`src/rtl/mem_arbiter_2p.sv`:
```
// mem_arbiter_2p: shares one single-ported synchronous memory between two
// requesters. One request is granted per cycle. The memory command is
// registered, and read data returns to the winning port three cycles after
// its grant.
module mem_arbiter_2p #(
  parameter int WIDTH   = 32,
  parameter bit RR      = 1'b1,
  parameter int MAXWAIT = 4
) (
  input  logic             clk,
  input  logic             reset_n,
  // Port A
  input  logic             a_req,
  input  logic             a_wen,
  input  logic [31:0]      a_addr,
  input  logic [WIDTH-1:0] a_wdata,
  output logic             a_gnt,
  output logic             a_rvalid,
  output logic [WIDTH-1:0] a_rdata,
  // Port B
  input  logic             b_req,
  input  logic             b_wen,
  input  logic [31:0]      b_addr,
  input  logic [WIDTH-1:0] b_wdata,
  output logic             b_gnt,
  output logic             b_rvalid,
  output logic [WIDTH-1:0] b_rdata,
  // Memory side
  output logic             m_cs,
  output logic             m_wen,
  output logic [31:0]      m_addr,
  output logic [WIDTH-1:0] m_din,
  input  logic [WIDTH-1:0] m_dout
);

  typedef enum logic {
    PORT_A = 1'b0,
    PORT_B = 1'b1
  } port_e;

  typedef struct packed {
    logic  valid;
    logic  is_read;
    port_e port;
  } tag_t;

  localparam logic [3:0] MAXWAIT_C = 4'(MAXWAIT);

  port_e            last_q;
  logic [3:0]       wait_cnt_q;
  tag_t             tag1_q;
  tag_t             tag2_q;
  tag_t             tag_d;

  logic             any_gnt;
  port_e            sel_port;
  logic             sel_wen;
  logic [31:0]      sel_addr;
  logic [WIDTH-1:0] sel_wdata;

  // Pick at most one winner per cycle; no grants at all while reset is held
  always_comb begin
    a_gnt = 1'b0;
    b_gnt = 1'b0;
    if (reset_n) begin
      if (a_req && b_req) begin
        if (RR) begin
          if (last_q == PORT_B) a_gnt = 1'b1;
          else                  b_gnt = 1'b1;
        end else begin
          if (wait_cnt_q == MAXWAIT_C) b_gnt = 1'b1;
          else                         a_gnt = 1'b1;
        end
      end else begin
        a_gnt = a_req;
        b_gnt = b_req;
      end
    end
  end

  // Steer the winner's command fields toward the command register
  always_comb begin
    any_gnt   = a_gnt | b_gnt;
    sel_port  = b_gnt ? PORT_B : PORT_A;
    sel_wen   = b_gnt ? b_wen   : a_wen;
    sel_addr  = b_gnt ? b_addr  : a_addr;
    sel_wdata = b_gnt ? b_wdata : a_wdata;
    tag_d     = '{valid: any_gnt, is_read: ~sel_wen, port: sel_port};
  end

  // Remember the most recent winner so round-robin ties alternate
  always_ff @(posedge clk or negedge reset_n) begin
    if (!reset_n)     last_q <= PORT_B;
    else if (any_gnt) last_q <= sel_port;
  end

  // Count consecutive lost arbitrations of B; saturating at MAXWAIT forces B through
  always_ff @(posedge clk or negedge reset_n) begin
    if (!reset_n) begin
      wait_cnt_q <= 4'd0;
    end else if (b_req && !b_gnt) begin
      if (wait_cnt_q != MAXWAIT_C) wait_cnt_q <= wait_cnt_q + 4'd1;
    end else begin
      wait_cnt_q <= 4'd0;
    end
  end

  // Register the memory command; idle cycles keep the previous fields
  always_ff @(posedge clk or negedge reset_n) begin
    if (!reset_n) begin
      m_cs   <= 1'b0;
      m_wen  <= 1'b0;
      m_addr <= '0;
      m_din  <= '0;
    end else begin
      m_cs <= any_gnt;
      if (any_gnt) begin
        m_wen  <= sel_wen;
        m_addr <= sel_addr;
        m_din  <= sel_wdata;
      end
    end
  end

  // Two-deep tag pipe: stage 1 aligns with the command, stage 2 with m_dout
  always_ff @(posedge clk or negedge reset_n) begin
    if (!reset_n) begin
      tag1_q <= '0;
      tag2_q <= '0;
    end else begin
      tag1_q <= tag_d;
      tag2_q <= tag1_q;
    end
  end

  // Return read data to the tagged port; the other port keeps its last data
  always_ff @(posedge clk or negedge reset_n) begin
    if (!reset_n) begin
      a_rvalid <= 1'b0;
      b_rvalid <= 1'b0;
      a_rdata  <= '0;
      b_rdata  <= '0;
    end else begin
      a_rvalid <= tag2_q.valid && tag2_q.is_read && (tag2_q.port == PORT_A);
      b_rvalid <= tag2_q.valid && tag2_q.is_read && (tag2_q.port == PORT_B);
      if (tag2_q.valid && tag2_q.is_read && (tag2_q.port == PORT_A)) a_rdata <= m_dout;
      if (tag2_q.valid && tag2_q.is_read && (tag2_q.port == PORT_B)) b_rdata <= m_dout;
    end
  end

endmodule

```
`config.mk`:
```
export PLATFORM = sky130hd
export DESIGN_NAME = mem_arbiter_2p
export DESIGN_NICKNAME = d
export VERILOG_FILES = /design/src/rtl/mem_arbiter_2p.sv
export SDC_FILE = /design/constraint.sdc
export NUM_CORES = 1
export LEC_CHECK = 0
export BUFFER_PORTS_ARGS = -buffer_cell sky130_fd_sc_hd__buf_4
export CORE_AREA = 4 4 162 164
export CTS_BUF_LIST = sky130_fd_sc_hd__clkbuf_16
export DETAILED_ROUTE_END_ITERATION = 7
export DIE_AREA = 0 0 166 168
export PLACE_DENSITY = 0.44
export SLEW_MARGIN = 15
export SYNTH_ARGS = -nofsm -noshare
export SYNTH_HDL_FRONTEND = slang
export SYNTH_SLANG_ARGS = --single-unit
```
`constraint.sdc`:
```
create_clock -name clk -period 1.6 [get_ports clk]
set_input_delay 0.24 -clock clk [delete_from_list [all_inputs] [get_ports clk]]
set_output_delay 0.24 -clock clk [all_outputs]
set_load 0.005 [all_outputs]
```
After elaboration in Yosys (flattened, before gate mapping)
Cells that the tools add are included.
Widths: inputs -> output; s select.
{"block": "op_classes", "n_shift": 0, "n_mux": 10, "bitwise": 3, "n_mul": 0, "eq_ne": 0, "add_sub_neg": 0, "magnitude_cmp": 0, "n_reduce_logical": 4, "n_div": 0}
{"operator": "$mux 32", "count": 2}
{"operator": "$mux 1", "count": 8}
{"operator": "$logic_and 1x1->1", "count": 4}
{"operator": "$not 1->1", "count": 2}
{"operator": "$or 1x1->1", "count": 1}
{"block": "totals", "memories": 0, "latchBits": 0, "register_bits": 138, "elab_cells": 31, "input_bits": 166, "mem_bits_rw": 0, "output_inout_bits": 134, "rom_bits": 0}

Depth between registers and ports, before layout
Gate-level depths: netlist of the first run.
{"block": "logic_depth", "word_depth": 5, "ltp_mapped": 6}

Worst setup path before layout of the first run
Ideal clock, no wire load.
{"block": "synth_path", "path_kind": "reg2reg", "start": "register last_q", "end": "register m_addr[1]", "synth_period_minus_slack_ps": 1314, "t_arrival_ps": 1184, "slack_ps": 286, "stages_incl_launch_ff": 6, "setup_ps": 130, "path_cell_list": "dfstp_2 -> inv_1 -> buf_4 -> clkbuf_1 -> o2111ai_1 -> a31oi_1"}
{"block": "synth_between", "elab_chain_cells": 4}
{"item": "from (decl)", "line_no": "49", "source": "port_e last_q;"}
{"item": "from (signal assigned)", "line_no": "94", "source": "else if (any_gnt) last_q <= sel_port;"}
{"item": "$mux 1", "line_no": "68", "source": "if (last_q == PORT_B) a_gnt = 1'b1;"}
{"item": "$mux 1", "line_no": "66", "source": "if (a_req && b_req) begin"}
{"item": "$mux 1", "line_no": "65", "source": "if (reset_n) begin"}
{"item": "$mux 32 / $or 1x1->1 (equally long branches)", "line_no": "86, 83"}
{"item": "to (signal assigned)", "line_no": "119", "source": "m_addr <= sel_addr;"}
{"item": "to (decl)", "line_no": "31", "source": "output logic [31:0] m_addr,"}
Parallel ways exist; a longest one is shown, timed or not.
A chain may end at the register's enable or synchronous reset.

Worst setup path in the final report of the first run
{"block": "layout_path", "start": "register last_q", "end": "output a_gnt"}
{"block": "layout_between", "elab_chain_cells": 3}
{"item": "$mux 1", "line_no": "68"}
{"item": "$mux 1", "line_no": "66"}
{"item": "$mux 1", "line_no": "65"}
{"item": "to (decl)", "line_no": "17", "source": "output logic a_gnt,"}
No other way between the ends.

==> key figures, run 1 <==
Detailed routing
  • WL/cell: 19.8 um
  • Starting DRC count in detailed routing: approximately 280
  • Antenna-violating nets left: 0
  • Detailed Route WL: ~23,000 um
  • Via count: approximately 5,700
  • Via-to-Cell Ratio: 4.87
  • Residual DRC: 0
  • Drt pass-1 iters: 5

Pwr
  • Final Power: between 10 and 15 mW
  • Seq pwr share: 0.392
  • Combinational power share: 0.252
  • Pleak: between 4 and 5 nW
  • Net Sw Frac: 0.279
  • Largest vdd supply drop: a little over 0.0006 V
  • Internal power: 8.41 mW
  • Pwr/cell area: between 1000 and 1500 mW/mm2
  • P_sw: about 3.3 mW
  • Clock network power share: 0.356

Clock tree
  • Root buffer cell: clkbuf_16
  • Clk slew on worst S/H paths: 0.07 ns
  • CTS sink cnt: 138
  • Htree depth: 4
  • CTS Buf Count: 17
  • CTS tree: yes
  • Clock buffer depth: 2
  • Latest clock arrival within the worst-skew pair: about 0.42 ns

Yosys
  • Post-synth top cells: dfrtp_1, nor2_1, a31oi_1, o2111ai_1, mux2_2
  • Synth top area share: 0.561
  • Mapped cell area: 0.00611 mm2
  • Synth area leader: dfrtp_1
  • Post-synthesis net count: 705
  • Average cell area after synthesis: approximately 11 um2
  • Netlist cell types: 23
  • Synth Flop Type: dfrtp_1
  • Warnings, synthesis: 0
  • EDFF count, synth: 0
  • Count leader, synth: dfrtp_1
  • Mux contribution to synthesized area: 0.118
  • Post-synthesis sequential element count: approximately 140
  • Syn Inst Count: about 540
  • Largest family of logic cells by synthesized area: compound AO/OA/AOI/OAI gates
  • Simple-Gate Fraction of Synth Area: 0.0463
  • Complex-gate fraction of the synthesized area: 0.216
  • Area contributors post-synth: dfrtp_1, mux2_2, o2111ai_1
  • Share of the yosys chip area belonging to registers: 0.565
  • XOR/XNOR share of the synthesized area: 0
  • FFs w/ async S/R, synth: 1.00
  • Adder-Cell Fraction of Synth Area: 0

Setup path
  • Reg2Reg Depth: 6
  • Crit path DAT: around 1.4 ns
  • CP startpoint kind: flip-flop
  • Critical R2R Launch: last_q
  • Crit path required time: 1.36 ns
  • Critical path launch point: last_q
  • R2R Path End: m_din[22]
  • Crit path to: a_gnt
  • Worst-path fanout max: 4
  • Setup crit end kind: primary output
  • Worst reg2reg setup slack: about 0.11 ns
  • Crit Path Category: flip-flop to primary output

Place
  • HPWL Detailed: roughly 16,000 um
  • Port buffer count: ~300
  • GPL Wtd Cong: around 0.85

STA
  • Final WS setup: -0.0286 ns
  • Endpoints failing hold: 0
  • Worst-Margin Slew: 0.975 ns
  • Final Setup Violations: 2
  • Pins Over Slew Limit: 0
  • Slew headroom: 0.350
  • Fin crit period: 1.63 ns
  • Hold_ws: approximately 0.06 ns
  • Final Skew: ~0.012 ns
  • Final Cycle Share: 1.02
  • Fmax: roughly 610 MHz
  • RSZ-0062 raised after global routing: yes

Die
  • FP Rows: between 50 and 60
  • Initial Util: 0.246
  • I/O pin count: 300
  • Core Box Area: ~0.025 mm2
  • Die X: around 170 um
  • Die height: between 150 and 200 um
  • Die area: between 0.02 and 0.03 mm2

Cells and area
  • ANT cells: 0
  • Multi-input gate area: 0.00236 mm2
  • # fillers: between 2,000 and 2,500
  • Area delta synth->final: 57.2%
  • # nets final: 998
  • Register area: about 0.0035 mm2
  • Layout cell share with drive strength beyond 1: 0.512

Min path
  • Hold crit path type: input port to flip-flop

Global routing
  • Pin count of the biggest net entering global routing: 61
  • Grt total ovfl: 0
  • Vias in the first global route: between 6,000 and 7,000
  • Gr usage total: 0.163
  • Global-route wire length before repair: between 30,000 and 40,000 um
  • Initial antenna violation count: 1

Flow run
  • MaxCap Viol Count: 0

Outcome
  • Failing checks: negative setup slack
  • Status: finished, violations left
## registers in the layout, indices dropped and copies added (netlist names)
signal / count
b_rvalid: 1
tag2_q: 3
tag1_q: 3
a_rdata: 32
m_din: 32
a_rvalid: 1
m_wen: 1
m_addr: 32
b_rdata: 32
last_q: 1
## logic make-up (layout without fill, tap and decap cells)
group,Yosys count,in the layout
and+or+nand+nor,72,73
muxes,64,64
DFF,138,138
buffers and inverters,67,372
AOI/OAI and AO/OA,198,198
## layout by cell type, fill, tap and decap left out, types with 5 or more instances in the layout
cell type / n
dlygate4sd3_1: 6
clkbuf_16: 17
mux2_2: 64
o21ai_0: 60
buf_4: 312
buf_12: 11
dfrtp_1: 137
nor2_1: 65
o21ai_1: 5
o2111ai_1: 65
a31oi_1: 65
## per-layer routing
| metal | vias to the layer above | global-route usage | wire (um) |
|---|---|---|---|
| met5 | - | 0 | 13 |
| met4 | 2 | 0.0524 | 534 |
| met3 | 28 | 0.0669 | 2120 |
| met2 | 265 | 0.268 | 11000 |
| met1 | 2783 | 0.197 | 9560 |
| li1 | 2641 | - | - |
## layout make-up
cell class	instances	share of cell area
timing repair buffer	336	0.287
sequential	138	0.359
inverter	4	0.00156
clock buffer	17	0.0443
tap	330	0.0430
multi-input combinational	335	0.245
clock inverter	15	0.0198
## what timing repair did
action	in CTS	in global routing
endpoints found under the setup margin	2	41
resized for setup	2	7
hold endpoints to repair	46	0
cloned	3	0
setup buffers	4	0
hold buffers	7	0
pin swaps	0	1
## worst min-delay path by stage
stage                     from     endpoint  slack, ns  cells after the start
floorplan              reset_n   a_rdata[0]      -0.06                      0
global placement       reset_n  b_rdata[25]       0.12                      1
detailed placement     reset_n  b_rdata[25]       0.12                      1
CTS                  m_dout[9]   b_rdata[9]       0.05                      2
global route        m_dout[26]  b_rdata[26]       0.04                      2
finish              m_dout[15]  b_rdata[15]       0.06                      2
## power groups by stage
stage | clock, mW | sequential, mW | combinational (mW)
global route | 4.46 | 4.66 | 3.21
CTS | 4.28 | 4.58 | 2.99
finish | 4.16 | 4.57 | 2.94
floorplan | 0 | 4.62 | 0.975
detailed placement | 0 | 4.64 | 2.86
global placement | 0 | 4.60 | 2.84
## critical path, stage by stage (launching register included)
cell,delay [ns]
dfstp_2,0.54
inv_2,0.07
buf_12,0.12
a21oi_2,0.11
buf_4,0.14
## through the flow
| step | utilization | setup TNS, ns | worst slack, ns | cells | cell area (um2) |
|---|---|---|---|---|---|
| after detailed placement | 0.353 | 0 | 0.137 | 1129 | 8790 |
| final | 0.386 | -0.0490 | -0.0286 | 1175 | 9610 |
| after global routing | 0.386 | -0.169 | -0.0934 | 1175 | 9610 |
| after CTS | 0.385 | -0.108 | -0.0787 | 1175 | 9580 |
| after global placement | 0.353 | 0 | 0.185 | 1129 | 8790 |
| after floorplan | - | 0 | 0.286 | 539 | 6110 |
Note: power is estimated with default switching activity, not from simulation.
==> inputs of run 2 (changes only) <==
ABC_AREA = 1   (was unset)
CORE_AREA = 4 4 165 167   (was 4 4 162 164)
DIE_AREA = 0 0 169 171   (was 0 0 166 168)
SKIP_LAST_GASP = 1   (was unset)
clock period = 2.1 ns   (was 1.6 ns; I/O delays follow)
==> run 2 against run 1 <==
  * The flow now finishes without violations
  * Sequential share of layout area is 0.27 points higher
  * Global-route usage is 1.8 points lower
  * Via count is 4.5% higher
  * Hold slack worse by 0.044 ns
  * Clock power is 29% lower
  * Largest cell class unchanged
==> key figures, run 2 <==
Detailed routing
  • Via-to-Cell Ratio: 4.12 (was 4.87)
  • Via count: 5,977 (was 5,719)
  • Residual DRC: 0 (unchanged)
  • Drt pass-1 iters: 4 (was 5)
  • Antenna-violating nets left: 0 (unchanged)
  • Starting DRC count in detailed routing: 295 (was 283)
  • Detailed Route WL: 21,700 um (was 23,200 um)
  • WL/cell: 15.0 um (was 19.8 um)

Die
  • Die X: 169 um (was 166 um)
  • Die area: 0.0289 mm2 (was 0.0279 mm2)
  • Initial Util: 0.247 (was 0.246)
  • Die height: 171 um (was 168 um)
  • FP Rows: 59 (was 58)
  • Core Box Area: 0.0258 mm2 (was 0.0249 mm2)
  • I/O pin count: 300 (unchanged)

Clock tree
  • CTS Buf Count: 17 (unchanged)
  • Htree depth: 4 (unchanged)
  • CTS tree: yes (unchanged)
  • PostCTS Resize Cnt: 0 (was 2)
  • Post-CTS Setup Inserts: 0 (was 4)
  • Root buffer cell: clkbuf_16 (unchanged)
  • Clk slew on worst S/H paths: 0.07 ns (about the same)
  • Latest clock arrival within the worst-skew pair: 0.41 ns (was 0.42 ns)
  • Clock buffer depth: 2 (unchanged)
  • CTS sink cnt: 138 (unchanged)

Global routing
  • Grt total ovfl: 0 (unchanged)
  • Initial antenna violation count: 0 (was 1)
  • Pin count of the biggest net entering global routing: 120 (was 61)
  • Vias in the first global route: 5,980 (was 6,035)
  • Gr usage total: 0.146 (was 0.163)
  • Global-route wire length before repair: 33,300 um (was 36,100 um)

Setup path
  • Worst-path fanout max: 14 (was 4)
  • Slowest CP cell: dfstp_2 (unchanged)
  • Crit Path Category: flip-flop to primary output (unchanged)
  • Reg2Reg Depth: 6 (unchanged)
  • R2R Path End: m_addr[30] (was m_din[22])
  • CP startpoint kind: flip-flop (unchanged)
  • Setup crit end kind: primary output (unchanged)
  • CP most frequent cell: nand2_2
  • Crit path DAT: 1.63 ns (was 1.39 ns)
  • Critical R2R Launch: last_q (unchanged)
  • Worst reg2reg setup slack: 0.50 ns (was 0.11 ns)
  • CP peak stage delay: 0.53 ns (was 0.54 ns)
  • Crit path required time: 1.78 ns (was 1.36 ns)
  • Crit-path cells: nand2_2 -> nand2_2 -> inv_1 -> buf_4 (was inv_2 -> buf_12 -> a21oi_2 -> buf_4)

STA
  • RSZ-0062 raised after global routing: no (was yes)
  • Endpoints failing hold: 0 (unchanged)
  • Slew headroom: 0.375 (was 0.350)
  • Fmax: approximately 510 MHz
  • Final Setup Violations: 0 (was 2)
  • Final Skew: 0.00773 ns (was 0.0125 ns)
  • Worst-Margin Slew: 0.935 ns (was 0.975 ns)
  • Final Cycle Share: 0.926
  • Setup tns final: 0 ns (was -0.0490 ns)
  • Fin crit period: 1.95 ns
  • Pins Over Slew Limit: 0 (unchanged)

Cells and area
  • Area delta synth->final: 50.1% (was 57.2%)
  • Commonest non-fill, non-tap cell in the layout: buf_4 (unchanged)
  • Commonest non-fill, non-tap cells in the layout: buf_4, nand2_1, inv_1 (was buf_4, dfrtp_1, o2111ai_1, nor2_1, a31oi_1)
  • # fillers: 2,771 (was 2,454)
  • ANT cells: 0 (unchanged)
  • Multi-input gate area: 0.00200 mm2 (was 0.00236 mm2)
  • Post-Route Utilization: 0.370 (was 0.386)
  • # nets final: 1,267 (was 998)
  • Layout cell share with drive strength beyond 1: 0.314 (was 0.512)
  • Register area: 0.00345 mm2 (unchanged)

Yosys
  • Netlist cell types: 13 (was 23)
  • Synth top area share: 0.539 (was 0.561)
  • Post-synthesis net count: 985 (was 705)
  • Syn Inst Count: 819 (was 539)
  • Warnings, synthesis: 0 (unchanged)
  • FFs w/ async S/R, synth: 1.00 (unchanged)
  • Share of the yosys chip area belonging to registers: 0.544 (was 0.565)
  • Mapped cell area: 0.00635 mm2 (was 0.00611 mm2)
  • Synth area leader: dfrtp_1 (unchanged)
  • EDFF count, synth: 0 (unchanged)
  • Synth Flop Type: dfrtp_1 (unchanged)
  • Post-synthesis sequential element count: 138 (unchanged)
  • Count leader, synth: nand2_1 (was dfrtp_1)
  • Post-synth top cells: nand2_1, inv_1, dfrtp_1 (was dfrtp_1, nor2_1, a31oi_1, o2111ai_1, mux2_2)
  • Average cell area after synthesis: 7.76 um2 (was 11.3 um2)
  • Area contributors post-synth: dfrtp_1, nand2_1, nand3_1 (was dfrtp_1, mux2_2, o2111ai_1)

Place
  • HPWL Detailed: 15,200 um (was 16,000 um)
  • GPL Wtd Cong: 0.783 (was 0.852)
  • Port buffer count: 299 (unchanged)

Outcome
  • Status: finished clean (was finished, violations left)

Min path
  • Hold crit path type: input port to asynchronous set/reset pin (was input port to flip-flop)

Pwr
  • Largest vdd supply drop: 0.000402 V (was 0.000610 V)
  • Pleak: 5.55 nW (was 4.24 nW)
  • Pwr/cell area: 901 mW/mm2 (was 1220 mW/mm2)

Flow run
  • MaxCap Viol Count: 0 (unchanged)
run 2: cell count changes in the layout (fill, tap and decap cells not counted), sizes merged, moves of 2 or more:
cell	delta
buf	-15
dlygate4sd3	-5
nor2	-66
nand2	+263
and2	-3
inv	+166
bufinv	-2
mux2	-64
nand3	+131
a31oi	-65
o2111ai	-65
bufbuf	-2
run 2: area by class of cell:
class | instances | share of cell area
clock buffers | 17 | 0.0446
flip-flops and latches | 138 | 0.362
clock inverters | 15 | 0.0161
well taps | 335 | 0.0439
repair buffers | 312 | 0.257
inverters | 169 | 0.0665
multi-input cells | 463 | 0.210
run 2: kinds of logic after synthesis:
family / after synthesis / synth area share
DFF: 138 / 0.544
AOI/OAI and AO/OA: 66 / 0.0520
buffers and inverters: 218 / 0.143
and+or+nand+nor: 397 / 0.261
run 2: critical path, delay by kind of cell (launching register included):
kind / cells / cell delay [ns]
flip-flops: 1 / 0.53
AND/OR/NAND/NOR: 2 / 0.44
buffers and inverters: 2 / 0.24
run 2: layer usage:
metal	GRT usage	share of wire
met5	0	0
met1	0.195	0.45
met4	0.0315	0.0059
met2	0.227	0.46
met3	0.0550	0.090
run 2: where the power goes:
part           internal [mW]  switching (mW)
Combinational           1.15           0.963
Sequential              3.20           0.303
Clock                   1.68            1.29
Total                   6.03            2.56
run 2: what timing repair did:
item	4_1_cts	5_1_grt
setup endpoints to repair	0	0
hold buffers	1	0
endpoints found under the hold margin	19	0
run 2: worst max path at each step:
stage	from	endpoint	slack (ns)	cells past startpoint
2_1_floorplan	last_q	b_gnt	0.82	5
3_3_place_gp	reset_n	m_din[11]	0.36	7
3_5_place_dp	reset_n	m_din[19]	0.35	7
4_1_cts	last_q	b_gnt	0.11	4
5_1_grt	last_q	b_gnt	0.05	4
6_report	last_q	b_gnt	0.15	4
run 2: through the flow:
stage                     instance area, um2  power, mW  hold WS (ns)  cells  worst slack [ns]
after floorplan                         6350       4.26        0.0194    819             0.818
after global placement                  8950       5.72         0.200   1416             0.364
after detailed placement                8950       5.72         0.198   1416             0.351
after CTS                               9540       8.78        0.0696   1449             0.107
after global routing                    9540       9.18        0.0696   1449            0.0513
final                                   9540       8.59        0.0177   1449             0.154
==> inputs of run 3 (changes only) <==
BUFFER_PORTS_ARGS = -buffer_cell sky130_fd_sc_hd__buf_2   (was -buffer_cell sky130_fd_sc_hd__buf_4)
CORE_AREA = 4 4 140 142   (was 4 4 165 167)
DIE_AREA = 0 0 144 146   (was 0 0 169 171)
MAX_ROUTING_LAYER = met4   (was unset)
PLACE_DENSITY = 0.59   (was 0.44)
==> run 3 against run 2 <==
  * Die area fell by 27%
  * Utilization is 9.9 points higher
  * Non-clock buffer count is the same
  * Hold slack improved by 0.16 ns
  * Critical path depth grew 3
  * Power fell by 4.4%
  * Via count decreased by 0.55%
  * Fmax is 1.6% higher
  * Routed wire length down 13%
  * Combinational power down 19%
  * Sequential power hardly changed
  * Sequential cell count stayed put
  * Largest power group unchanged
==> key figures, run 3 (synthesis results as in run 2) <==
Clock tree
  • CTS sink cnt: 138 (unchanged)
  • Clock buffer depth: 2 (unchanged)
  • CTS Buf Count: 17 (unchanged)
  • Latest clock arrival within the worst-skew pair: 0.41 ns (about the same)
  • Root buffer cell: clkbuf_16 (unchanged)
  • Clk slew on worst S/H paths: 0.06 ns (was 0.07 ns)
  • CTS tree: yes (unchanged)
  • Htree depth: 4 (unchanged)

Place
  • HPWL Detailed: 13,400 um (was 15,200 um)
  • GPL Wtd Cong: 0.789 (was 0.783)
  • Port buffer count: 299 (unchanged)
  • Cells after DPL: 1,315 (was 1,416)
  • Worst slack at placement: 0.622 ns (was 0.351 ns)

Cells and area
  • Area delta synth->final: 36.2% (was 50.1%)
  • Commonest non-fill, non-tap cells in the layout: buf_2, nand2_1, inv_1 (was buf_4, nand2_1, inv_1)
  • Commonest non-fill, non-tap cell in the layout: buf_2 (was buf_4)
  • # nets final: 1,267 (unchanged)
  • Post-Route Utilization: 0.469 (was 0.370)
  • Layout cell share with drive strength beyond 1: 0.313 (was 0.314)
  • Fin cells: 1,350 (was 1,449)

Detailed routing
  • Residual DRC: 0 (unchanged)
  • Detailed Route WL: 18,900 um (was 21,700 um)
  • Antenna-violating nets left: 0 (unchanged)
  • Drt pass-1 iters: 4 (unchanged)
  • WL/cell: 14.0 um (was 15.0 um)
  • Starting DRC count in detailed routing: 282 (was 295)
  • Via-to-Cell Ratio: 4.40 (was 4.12)
  • Via count: 5,944 (was 5,977)

Pwr
  • Net Sw Frac: 0.288 (was 0.298)
  • Seq pwr share: 0.426 (was 0.408)
  • Largest vdd supply drop: 0.000441 V (was 0.000402 V)
  • Internal power: 5.85 mW (was 6.03 mW)
  • P_sw: 2.37 mW (was 2.56 mW)
  • Pwr/cell area: 949 mW/mm2 (was 901 mW/mm2)
  • Clock network power share: 0.368 (was 0.346)
  • Combinational power share: 0.206 (was 0.246)
  • Pleak: 5.32 nW (was 5.55 nW)

STA
  • Setup tns final: 0 ns (unchanged)
  • Endpoints failing hold: 0 (unchanged)
  • Final WS setup: 0.186 ns (was 0.154 ns)
  • Fin crit period: 1.91 ns (was 1.95 ns)
  • Worst-Margin Slew: 0.842 ns (was 0.935 ns)
  • Hold_ws: 0.175 ns (was 0.0177 ns)
  • Final Skew: 0.0104 ns (was 0.00773 ns)
  • Final Setup Violations: 0 (unchanged)
  • Slew headroom: 0.439 (was 0.375)
  • RSZ-0062 raised after global routing: no (unchanged)
  • Final Cycle Share: 0.911 (was 0.926)
  • Fmax: 522 MHz (was 514 MHz)
  • Pins Over Slew Limit: 0 (unchanged)

Die
  • Initial Util: 0.344 (was 0.247)
  • FP Rows: 50 (was 59)
  • Core Box Area: 0.0185 mm2 (was 0.0258 mm2)
  • Die X: 144 um (was 169 um)
  • Die area: 0.0210 mm2 (was 0.0289 mm2)
  • I/O pin count: 300 (unchanged)
  • Die height: 146 um (was 171 um)

Global routing
  • Global routing usage on met1: 0.238 (was 0.195)
  • Pin count of the biggest net entering global routing: 138 (was 120)
  • GR met3 Demand/Resource: 0.0509 (was 0.0550)
  • GRT busiest layer: met2 (unchanged)
  • Met2 Track Usage GR: 0.275 (was 0.227)
  • Vias in the first global route: 5,764 (was 5,980)
  • Grt total ovfl: 0 (unchanged)
  • Gr usage total: 0.183 (was 0.146)
  • Global-route wire length before repair: 29,700 um (was 33,300 um)
  • Initial antenna violation count: 1 (was 0)

Setup path
  • Setup crit end kind: primary output (unchanged)
  • Slowest CP cell: dlygate4sd3_1 (was dfstp_2)
  • Worst reg2reg setup slack: 0.72 ns (was 0.50 ns)
  • Crit Path Category: input port to primary output (was flip-flop to primary output)
  • CP peak stage delay: 0.59 ns (was 0.53 ns)
  • CP startpoint kind: input port (was flip-flop)
  • Crit-path cells: dlygate4sd3_1 -> buf_6 -> nand2_1 -> inv_2 -> nand2_2 -> inv_1 -> buf_2 (was nand2_2 -> nand2_2 -> inv_1 -> buf_4)
  • Crit path required time: 1.78 ns (about the same)
  • Crit path DAT: 1.60 ns (was 1.63 ns)
  • Worst-path fanout max: 5 (was 14)

Min path
  • Hold crit path type: input port to flip-flop (was input port to asynchronous set/reset pin)

Outcome
  • Status: finished clean (unchanged)

Flow run
  • MaxCap Viol Count: 0 (unchanged)
[run 3: worst paths after layout]
kind	cells past startpoint	endpoint	startpoint
max	7	b_gnt	reset_n
min reg2reg	0	tag2_q[0]	tag1_q[0]
max reg2reg	5	m_addr[18]	last_q
min	3	a_rdata[2]	m_dout[2]
max in group asynchronous	3	m_din[9]	reset_n
min in group asynchronous	2	last_q	reset_n
[run 3: layout make-up]
cell class,instances,area [um2]
Tap cell,234,293
Clock buffer,17,425
Timing Repair Buffer,312,1670
Fill cell,1864,9800
Antenna cell,2,5.00
Sequential cell,138,3450
Inverter,169,634
Clock inverter,15,176
Multi-Input combinational cell,463,2000
[run 3: critical path, delay by kind of cell]
family | cells | cell delay, ns
buf+inv | 5 | 1.10
simple gates | 2 | 0.18
[run 3: metal layers]
metal | share of wire | vias to the layer above
li1 | - | 3035
met1 | 0.45 | 2626
met2 | 0.45 | 258
met3 | 0.083 | 25
met4 | 0.019 | 0
met5 | 0 | -
[run 3: power groups by stage]
stage / registers (mW) / clock network [mW] / logic, mW
2_1_floorplan: 3.57 / 0 / 0.695
3_3_place_gp: 3.54 / 0 / 1.70
3_5_place_dp: 3.53 / 0 / 1.73
4_1_cts: 3.50 / 3.12 / 1.74
5_1_grt: 3.56 / 3.23 / 1.95
6_report: 3.50 / 3.02 / 1.70
[run 3: what timing repair did]
action	4_1_cts	5_1_grt
hold buffers	1	0
gates resized for setup	0	0
buffers inserted	0	0
setup endpoints to repair	0	0
hold endpoints to repair	1	0
[run 3: per-stage QoR]
stage / power [mW] / cell area (um2)
2_1_floorplan: 4.26 / 6350
3_3_place_gp: 5.24 / 8040
3_5_place_dp: 5.27 / 8040
4_1_cts: 8.35 / 8650
5_1_grt: 8.74 / 8650
6_report: 8.22 / 8660
